===== src/rtl/fir_serial_mac.sv =====
// Time-multiplexed FIR filter with a single multiplier.
// One accepted sample starts TAPS multiply-accumulate cycles over a circular delay line;
// the full-precision sum is registered on dout with a one-cycle dout_valid pulse.
// Build option: define FIR_OFFSET_BIN_EN to treat din as offset-binary (MSB inverted on entry).
module fir_serial_mac #(
   parameter int unsigned TAPS   = 16,
   parameter int unsigned DIN_W  = 12,
   parameter int unsigned COEF_W = 12,
   parameter int unsigned DOUT_W = 28
) (
   input  logic                      sys_clk,
   input  logic                      sys_rst,
   input  logic [DIN_W-1:0]          din,
   input  logic                      din_valid,
   output logic                      din_ready,
   input  logic                      coef_wr_en,
   input  logic [$clog2(TAPS)-1:0]   coef_wr_addr,
   input  logic [COEF_W-1:0]         coef_wr_data,
   output logic [DOUT_W-1:0]         dout,
   output logic                      dout_valid
);

   localparam int unsigned AW = $clog2(TAPS);
   localparam int unsigned PW = DIN_W + COEF_W;
   localparam logic [AW-1:0] KLast = AW'(TAPS - 1);

   typedef enum logic [0:0] {StIdle, StMac} state_e;

   state_e                   state_q, state_d;
   logic [AW-1:0]            wp_q, k_q;
   logic [AW-1:0]            wp_inc, rd_idx;
   logic signed [DIN_W-1:0]  x_q [TAPS];
   logic signed [COEF_W-1:0] h_q [TAPS];
   logic signed [DOUT_W-1:0] acc_q;
   logic signed [PW-1:0]     prod;
   logic signed [DOUT_W-1:0] prod_ext;
   logic signed [DOUT_W-1:0] sum;
   logic [DIN_W-1:0]         din_conv;
   logic                     accept;
   logic                     k_last;

`ifdef FIR_OFFSET_BIN_EN
   // Offset-binary to two's complement: midscale maps to zero.
   assign din_conv = {~din[DIN_W-1], din[DIN_W-2:0]};
`else
   assign din_conv = din;
`endif

   assign wp_inc   = wp_q + 1'b1;
   assign rd_idx   = wp_q - k_q;  // wraps naturally in AW bits
   assign k_last   = (k_q == KLast);
   assign prod     = x_q[rd_idx] * h_q[k_q];
   assign prod_ext = {{(DOUT_W - PW){prod[PW-1]}}, prod};
   assign sum      = acc_q + prod_ext;

   // State register.
   always_ff @(posedge sys_clk) begin
      if (sys_rst) state_q <= StIdle;
      else         state_q <= state_d;
   end

   // Next-state decode and handshake outputs.
   always_comb begin
      state_d   = state_q;
      din_ready = 1'b0;
      accept    = 1'b0;
      unique case (state_q)
         StIdle: begin
            din_ready = 1'b1;
            if (din_valid) begin
               accept  = 1'b1;
               state_d = StMac;
            end
         end
         StMac: begin
            if (k_last) state_d = StIdle;
         end
         default: state_d = StIdle;
      endcase
   end

   // Delay line and coefficient table; coefficient writes only land while idle.
   always_ff @(posedge sys_clk) begin
      if (sys_rst) begin
         for (int i = 0; i < int'(TAPS); i++) begin
            x_q[i] <= '0;
            h_q[i] <= '0;
         end
      end else begin
         if (accept) x_q[wp_inc] <= din_conv;
         if (state_q == StIdle && coef_wr_en) h_q[coef_wr_addr] <= coef_wr_data;
      end
   end

   // Pointer, tap counter, accumulator and registered output.
   always_ff @(posedge sys_clk) begin
      if (sys_rst) begin
         wp_q       <= '0;
         k_q        <= '0;
         acc_q      <= '0;
         dout       <= '0;
         dout_valid <= 1'b0;
      end else begin
         dout_valid <= 1'b0;
         if (accept) begin
            wp_q  <= wp_inc;
            k_q   <= '0;
            acc_q <= '0;
         end else if (state_q == StMac) begin
            if (k_last) begin
               dout       <= sum;
               dout_valid <= 1'b1;
            end else begin
               acc_q <= sum;
               k_q   <= k_q + 1'b1;
            end
         end
      end
   end

endmodule


===== config.mk =====
export PLATFORM = sky130hd
export DESIGN_NAME = fir_serial_mac
export DESIGN_NICKNAME = d
export VERILOG_FILES = /design/src/rtl/fir_serial_mac.sv
export SDC_FILE = /design/constraint.sdc
export NUM_CORES = 1
export LEC_CHECK = 0
export CORE_MARGIN = 2
export CORE_UTILIZATION = 40
export DETAILED_ROUTE_END_ITERATION = 16
export PLACE_DENSITY_LB_ADDON = 0.08
export SYNTH_ARGS = -nofsm -noshare
export SYNTH_HDL_FRONTEND = slang
export SYNTH_SLANG_ARGS = --single-unit

===== constraint.sdc =====
create_clock -name sys_clk -period 17 [get_ports sys_clk]
set_input_delay 3.4 -clock sys_clk [delete_from_list [all_inputs] [get_ports sys_clk]]
set_output_delay 3.4 -clock sys_clk [all_outputs]
set_load 0.02 [all_outputs]

==> summary.md <==
| Metric | Value |
|---|---|
| Power Total | `roughly 5400 µW` |
| Number of global-route vias before repair | `approximately 17,000` |
| Final Hold Violating Endpoints | `0` |
| Routed length per instance | `approximately 22 µm` |
| CP max FO | `32` |
| Clk Latency, worst-skew pair | `between 0.6 and 0.7 ns` |
| Starting Density | `0.404` |
| FILL cells | `around 6,100` |
| Worst Setup EP | `acc_q[23]` |
| Area growth syn-to-layout | `11.3%` |
| Worst reg-to-reg setup slack | `7.68 ns` |
| Hold buffers post-CTS | `0` |
| Core area | `about 67,000 µm²` |
| Cell area after synthesis | `about 27,000 µm²` |
| Outcome | `complete, no violations` |
| Critical path type | `reg -> reg` |
| Post-DRT Antenna Nets | `0` |
| Startpoint types | `register` |
| Internal | `about 3100 µW` |
| Yosys warns | `0` |
| Final-report max-slew violation count | `0` |
| Comb power frac | `0.567` |
| Worst slew margin | `0.187` |
| Most frequent cells in the layout | `and2_1 (394), edfxtp_1 (384), inv_1 (209), fa_1 (179), nand2_1 (159)` |
| Clk pwr share | `0.197` |
| Post-Syn Nets | `between 2,000 and 2,500` |
| Synth Flop Type | `edfxtp_1` |
| Detailed placement HPWL | `roughly 47 mm` |
| Clock Sinks | `454` |
| Number of DRC markers in iteration 0 | `about 1,100` |
| DR vias | `around 16,000` |
| Reg2reg end | `acc_q[23]` |
| Period minus WS final | `roughly 9.3 ns` |
| Critical Path RT | `17.45 ns` |
| Initial antenna violation count | `3` |
| Cts bufs inserted | `49` |
| CTS tree | `yes` |
| Seq cells post-synth | `approximately 450` |
| Mapped Avg Cell Area | `roughly 12 µm²` |
| Residual DRC | `0` |
| PnR worst setup slack | `~7.7 ns` |
| Max Fclk | `around 110 MHz` |
| Min-delay worst type | `reg -> reg` |
| Clock root buffer | `clkbuf_16` |
| CTS resizes | `0` |
| Netlist cell types | `57` |
| Switching power | `2290 µW` |
| Post-synth EDFFs | `between 300 and 400` |
| Finished Core Util | `0.450` |
| Final setup vio count | `0` |
| Worst-case reg-to-reg path depth | `25` |
| Max clock buf depth | `3` |
| Num ports | `between 60 and 70` |
| Worst r2r src | `wp_q[0]` |
| Final TNS setup | `0 ns` |
| Cells after synthesis | `around 2,200` |
| Max_cap viols | `0` |
| CP startpoint | `wp_q[0]` |
| Clock Skew | `around 0.059 ns` |
| H-tree depth | `2` |
| Global-route wire length before repair | `around 100 mm` |
| Global route overflow | `0` |
| RSZ-0062 raised after global routing | `no` |
| DR pass1 iterations | `5` |
| Via/cell ratio | `between 5 and 6` |
| GRT Util Overall | `0.198` |
| Async set-reset flop share out of synthesis | `0` |
| Switching share of power | `0.424` |
| Tcrit/Tclk final | `0.548` |
| Die H | `around 260 µm` |
| Die ar. | `70,100 µm²` |
| Final RePlAce weighted congestion | `roughly 0.80` |
| Setup Fix Bufs, Post-CTS | `0` |
| Commonest non-fill, non-tap cell in the layout | `and2_1` |
| Layout net count | `2,493` |
| I/O Buffers | `61` |
| PD cells | `between 150 and 200 nW/µm²` |
| Peak VDD IR | `approximately 0.21 mV` |
| FP Rows | `95` |
| Largest net degree at the start of global routing | `between 40 and 50` |
| Crit path DAT | `roughly 9.8 ns` |
| Seq pwr share | `0.236` |
| Crit end category | `register` |
| Layout cell share with drive strength beyond 1 | `0.126` |
| Detailed-route wire length | `roughly 67 mm` |
| Die width | `approximately 260 µm` |
| Post-synthesis sequential area ratio | `0.476` |
| Post-Place Setup Slack | `about 7.6 ns` |
| Leak pwr | `0.0119 µW` |
| Worst Max-Slew Pin Slew | `about 1.2 ns` |
| Worst-path clk slew | `around 0.070 ns` |
-- area by class of cell --
cell class                 instances  area, µm²  area share
antenna                            1       2.50   0.0000827
clock buffer                      62       1270      0.0421
clock inverter                    25        302     0.00996
inverter                         212        796      0.0263
multi-input combinational       1373      12900       0.427
sequential                       454      12900       0.427
tap                              873       1090      0.0361
timing repair buffer             107        951      0.0314
-- power by group through the flow --
stage | Combinational [µW] | Sequential, µW | Clock (µW)
after floorplan | 2320 | 1290 | 0
after global placement | 3040 | 1300 | 0
after detailed placement | 3060 | 1300 | 0
after CTS | 3090 | 1280 | 1090
after global routing | 3510 | 1280 | 1130
final | 3060 | 1270 | 1070
-- synth_stat cells (all sizes together), types with 3 or more instances --
library cell | count | area [µm²]
nand3b | 9 | 67.6
mux4 | 102 | 2300
mux2i | 18 | 180
nand4 | 8 | 50.1
o211ai | 3 | 22.5
mux2 | 18 | 203
inv | 212 | 796
fa | 180 | 3600
or4 | 3 | 22.5
nand2 | 159 | 597
buf | 43 | 241
a21o | 7 | 52.6
edfxtp | 384 | 11500
nor2 | 78 | 293
nor3 | 7 | 35.0
a211oi | 7 | 52.6
or2 | 36 | 225
nor2b | 50 | 320
a31oi | 5 | 31.3
a21oi | 61 | 309
nand3 | 23 | 115
clkbuf | 93 | 349
o21ai | 40 | 200
nand2b | 21 | 131
and2 | 394 | 2460
xor2 | 12 | 105
dfxtp | 70 | 1400
xnor2 | 20 | 175
ha | 84 | 1050
o21a | 5 | 38.8
-- state kept, by name (all words and copies together) (netlist names), named ones only --
signal and flops:
acc_q 28, dout 28, dout_valid 1, h_q 192, k_q 4, state_q 1
wp_q 4, x_q 192
-- per-stage QoR --
stage                     cells  hold slack (ns)  cell area [µm²]
after floorplan            2175            0.432            27200
after global placement     3019            0.444            28700
after detailed placement   3019            0.449            28700
after CTS                  3106            0.459            30300
after global routing       3106            0.470            30300
final                      3107            0.455            30300
-- layer usage --
| metal | share of wire | vias up | track usage |
|---|---|---|---|
| met4 | 0.014 | 0 | 0.0360 |
| li1 | - | 7365 | - |
| met5 | 0 | - | 0 |
| met2 | 0.46 | 319 | 0.314 |
| met3 | 0.038 | 67 | 0.0241 |
| met1 | 0.49 | 8092 | 0.298 |
-- kinds of logic (layout without fill, tap and decap cells) --
family | after synthesis | in the layout | synth area share
buf+inv | 348 | 406 | 0.0510
mux | 138 | 138 | 0.0986
xor+xnor | 32 | 32 | 0.0103
flops | 454 | 454 | 0.476
other cells | 0 | 1 | 0
compound gates | 140 | 140 | 0.0311
simple gates | 799 | 799 | 0.162
fa+ha+maj | 264 | 264 | 0.171
-- worst min path at each step --
stage	start	to	slack, ns	depth (start not counted)
after global placement	dout[16]	dout[16]	0.44	2
after detailed placement	acc_q[25]	acc_q[25]	0.45	2
final	dout[21]	dout[21]	0.46	2
after CTS	dout[6]	dout[6]	0.46	2
after floorplan	acc_q[25]	acc_q[25]	0.43	2
after global routing	dout[10]	dout[10]	0.47	2
-- worst max-delay path: stages (launching register included) --
cell	delay, ns
dfxtp_1	0.40
inv_1	0.17
ha_4	0.15
inv_2	0.04
fa_2	0.86
buf_4	0.54
mux4_2	0.29
mux2i_1	0.07
o21ai_1	0.81
nor2b_1	0.29
inv_1	0.09
fa_1	1.07
fa_1	0.53
inv_1	0.08
fa_1	0.44
fa_1	0.57
fa_1	0.42
ha_1	0.29
ha_1	0.33
a21oi_1	0.30
o21ai_0	0.18
a21oi_1	0.35
a21oi_1	0.17
a311oi_1	0.46
or4_1	0.18
o311ai_1	0.09
Power figures use the tool's default switching activity.
